`config.mk`:
```
export PLATFORM = sky130hd
export DESIGN_NAME = mem_stage
export DESIGN_NICKNAME = d
export VERILOG_FILES = /design/src/rtl/mem_stage.sv
export SDC_FILE = /design/constraint.sdc
export NUM_CORES = 1
export LEC_CHECK = 0
export ABC_AREA = 1
export BUFFER_PORTS_ARGS = -buffer_cell sky130_fd_sc_hd__buf_4
export CORE_MARGIN = 2
export CORE_UTILIZATION = 41
export DETAILED_ROUTE_END_ITERATION = 10
export PLACE_DENSITY = 0.86
export REMOVE_ABC_BUFFERS = 1
export SLEW_MARGIN = 10
export SYNTH_ARGS = -nofsm -noshare
export SYNTH_HDL_FRONTEND = slang
export SYNTH_SLANG_ARGS = --single-unit
```
`constraint.sdc`:
```
create_clock -name clk -period 1.9 [get_ports clk]
set_input_delay 0 -clock clk [delete_from_list [all_inputs] [get_ports clk]]
set_output_delay 0 -clock clk [all_outputs]
set_load 0.02 [all_outputs]
```
`src/rtl/mem_stage.sv`:
```
`default_nettype none
// ============================================================================
// Module   : mem_stage
// Purpose  : Pipeline MEM stage with handshaked data-memory access, alignment
//            checking, bus-timeout abort and MEM/WB output registers.
// Revision : 1.0  initial release
// ============================================================================
module mem_stage #(
    parameter int TIMEOUT = 16
) (
    input  logic        clk,
    input  logic        clrn,
    input  logic        mwreg,
    input  logic        mm2reg,
    input  logic        mwmem,
    input  logic [31:0] malu,
    input  logic [31:0] mb,
    input  logic [4:0]  mrn,
    output logic        dmem_req,
    output logic        dmem_we,
    output logic [31:0] dmem_addr,
    output logic [31:0] dmem_wdata,
    input  logic        dmem_ack,
    input  logic [31:0] dmem_rdata,
    output logic        mem_stall,
    output logic        wwreg,
    output logic        wm2reg,
    output logic [31:0] wmo,
    output logic [31:0] walu,
    output logic [4:0]  wrn,
    output logic        align_err,
    output logic        bus_err
);

    typedef enum logic [0:0] {
        S_IDLE = 1'b0,
        S_WAIT = 1'b1
    } state_t;

    localparam logic [7:0] c_CNT_LAST = 8'(TIMEOUT - 1);

    state_t      r_state;
    logic [7:0]  r_cnt;

    logic        w_memop;
    logic        w_misaligned;
    logic        w_last;

    assign w_memop      = mm2reg | mwmem;
    assign w_misaligned = w_memop & (malu[1:0] != 2'b00);
    assign w_last       = (r_cnt == c_CNT_LAST);

    // Address/data come straight from the frozen EX/MEM register; only the
    // request strobe is owned by this stage.
    assign dmem_req   = (r_state == S_WAIT);
    assign dmem_we    = mwmem;
    assign dmem_addr  = malu;
    assign dmem_wdata = mb;

    always_comb begin
        mem_stall = 1'b0;
        case (r_state)
            S_IDLE:  mem_stall = w_memop & ~w_misaligned;
            S_WAIT:  mem_stall = ~dmem_ack & ~w_last;
            default: mem_stall = 1'b0;
        endcase
    end

    always_ff @(posedge clk or negedge clrn) begin
        if (!clrn) begin
            r_state   <= S_IDLE;
            r_cnt     <= 8'd0;
            wwreg     <= 1'b0;
            wm2reg    <= 1'b0;
            wmo       <= 32'd0;
            walu      <= 32'd0;
            wrn       <= 5'd0;
            align_err <= 1'b0;
            bus_err   <= 1'b0;
        end else begin
            // Default: bubble into MEM/WB
            wwreg     <= 1'b0;
            wm2reg    <= 1'b0;
            wmo       <= 32'd0;
            walu      <= 32'd0;
            wrn       <= 5'd0;
            align_err <= 1'b0;
            bus_err   <= 1'b0;
            case (r_state)
                S_IDLE: begin
                    if (w_misaligned) begin
                        walu      <= malu;
                        wrn       <= mrn;
                        align_err <= 1'b1;
                    end else if (w_memop) begin
                        r_state <= S_WAIT;
                        r_cnt   <= 8'd0;
                    end else begin
                        wwreg  <= mwreg;
                        wm2reg <= mm2reg;
                        walu   <= malu;
                        wrn    <= mrn;
                    end
                end
                S_WAIT: begin
                    if (dmem_ack) begin
                        wwreg   <= mwreg;
                        wm2reg  <= mm2reg;
                        wmo     <= mm2reg ? dmem_rdata : 32'd0;
                        walu    <= malu;
                        wrn     <= mrn;
                        r_state <= S_IDLE;
                    end else if (w_last) begin
                        walu    <= malu;
                        wrn     <= mrn;
                        bus_err <= 1'b1;
                        r_state <= S_IDLE;
                    end else begin
                        r_cnt <= r_cnt + 8'd1;
                    end
                end
                default: r_state <= S_IDLE;
            endcase
        end
    end

endmodule
`default_nettype wire
```
==> impl_metrics.ini <==
[status]
status = finished, final reports clean

[yosys]
postSynthCellCount = 370
yosysSeqAreaShare_pct = 58.4
avgSynthCellArea_sq_um = 9.50
yosysWarnings = 0
syn_area_sq_mm = 0.00351
synth-seq-cells = 82
yosys.cell_types.count = 20

[sta]
setup_viol = 0
clock_skew_ns = 0.0122
clock.fmax_ghz = 0.562
setup_tns_ns = 0
period_needed_ns = 1.78
worst_slew_pin_slew_ns = 0.509
slew-limit-headroom_pct = 66.1
slew_viol_final = 0
rsz0062_at_grt = no
finalCritPeriodShare_pct = 93.6
hold_viol_final = 0

[cts]
cts_tree = built
root_buffer = clkbuf_8
clkLatencyLatePin_ns = 0.34
cts_sinks = 82
htree_levels = 3
cts_buffers = 9
cts_buffer_depth = 2
clkTransAtPathRegs_ns = 0.09

[final_layout]
antenna_cells = 0
drive_above_1_share_pct = 39.2
final_nets = 679
fin_area_sq_mm = 0.00551
syn_to_final_growth_pct = 56.7

[global_routing]
grt_max_degree = 45
use_met1_pct = 25.6
gr-usage-met2_pct = 37.7
gr-total-overflow = 0
grt_pass1_wl_mm = 15.7
grt-busiest-layer = met2
grt_pass1_vias = 3062
track_usage_pct = 23.2
grt_antenna_before_repair = 0
met3_usage_pct = 14.4

[placement]
portBuffers = 182
placed_area_sq_mm = 0.00452
gp_routability_congestion = 0.893
post-dp-hpwl_mm = 7.11

[detailed_routing]
viasPerCell = 4.46
wl_per_cell_um = 16.4
num_vias = 3035
ant_nets = 0
dr.pass1.iters = 5
routed_wl_mm = 11.2
drc = 0
dr.first_iter.drc_count = 193

[power_and_ir_drop]
fin_total_pwr_mw = 4.11
power.density_mw_per_mm2 = 746
p_leak_nw = 3.17
vdd_drop_max_uv = 559

[setup_path]
cp-start-kind = flop
worstPathMaxFanout = 18
cpMostUsedCell = nand2_4
critPathSlowestCell = dfrtp_1
worst-path-buf-inv = 3
criticalPathCategory = reg2out
arrival_ns = 1.78
required_ns = 1.90
path_cells = ha_2, nand2_2, clkinv_2, nand2_4, o21ai_4, nand2_4, buf_12, buf_4
cp_top_family = flip-flops
endpoint_kind = output port
slowest_delay_ns = 0.43

[floorplanning]
die-area_sq_mm = 0.00933
rows = 33
die_w_um = 96.6
core-area_sq_mm = 0.00826
initial_core_util_pct = 42.6
dieHeight_um = 96.6
io_pins = 247

[run]
maxCapViolCount = 0

[hold_path]
hold_path.class = in2out
==> cell families (layout without fill, tap and decap cells) <==
group / count (synthesis) / count (layout) / synth area share [%]
buf+inv: 150 / 356 / 23.9
fa+ha+maj: 1 / 1 / 0.356
flops: 82 / 82 / 58.4
simple gates: 133 / 133 / 16.3
compound gates: 4 / 4 / 1.10
==> synthesized netlist by cell type, drive strengths merged <==
master   n  share of area (%)
nand2   32                3.9
clkbuf   3               0.32
inv     77                8.2
nor3     2               0.28
nor2    82                9.6
o21bai   2               0.43
buf     69                 15
or2      1               0.18
o21ai    1               0.46
dfrtp   82                 58
a21o     1               0.21
clkinv   1               0.14
ha       1               0.36
nand3   15                2.1
and3     1               0.18
==> placed cells by master (no fill, tap or decap), drive strengths merged <==
cell         Yosys  layout
buf             69     189
and3             1       1
nand2           32      32
o21ai            1       1
nor2            82      82
clkinv           1       2
ha               1       1
o21bai           2       2
bufinv           0       1
a21o             1       1
bufbuf           0       1
nor3             2       2
inv             77      81
dfrtp           82      82
nand3           15      15
or2              1       1
clkbuf           3      10
dlygate4sd3      0      72
==> worst paths after layout <==
kind / start / to / slack [ns] / cells after the start
worst min register to register: r_cnt[1] / r_cnt[1] / 0.57 / 2
min in group asynchronous: clrn / walu[19] / 0.23 / 2
worst min-delay path: mb[12] / dmem_wdata[12] / 0.0002 / 0
worst max register to register: r_cnt[0] / wrn[1] / 0.18 / 9
worst max-delay path: r_cnt[0] / mem_stall / 0.12 / 8
max in group asynchronous: clrn / wmo[12] / 1.04 / 3
==> routing by layer <==
layer	vias to the layer above	share of wire, %
met2	174	49
li1	1395	-
met3	14	13
met4	0	1.1
met5	-	0
met1	1452	36
==> metrics by stage <==
step                hold slack, ns  setup WS, ns  util [%]  std cells
global placement          -0.00417         0.338      54.8        589
floorplan                   -0.296         0.301         -        298
detailed placement        0.000367         0.238      54.8        589
CTS                       0.000367        0.0453      66.5        679
global route              0.000150        0.0202      66.7        681
finish                    0.000226         0.121      66.7        681
==> where the power goes <==
part / switching (mW) / internal, mW / total (mW)
logic: 0.459 / 0.448 / 0.907
clock network: 0.648 / 0.661 / 1.31
registers: 0.0475 / 1.85 / 1.90
==> cell type report <==
| cell class | instances | area, sq um |
|---|---|---|
| clock buffers | 10 | 138 |
| repair buffers | 262 | 2200 |
| fillers | 585 | 2750 |
| clock inverters | 6 | 70.1 |
| inverters | 78 | 294 |
| multi-input cells | 138 | 627 |
| flip-flops and latches | 82 | 2050 |
| well taps | 105 | 131 |
==> flip-flops by register name (all words and copies together) (netlist names) <==
name / flops
align_err: 1
bus_err: 1
dmem_req: 1
r_cnt: 8
walu: 32
wm2reg: 1
wmo: 32
wrn: 5
wwreg: 1
==> what timing repair did <==
action | in CTS | in global routing
pin swaps | 1 | 2
setup buffers | 1 | 2
cloned | 1 | 0
endpoints found under the hold margin | 110 | 0
hold buffers | 72 | 0
resized for setup | 0 | 1
endpoints found under the setup margin | 1 | 1
Note: power is estimated with default switching activity, not from simulation.
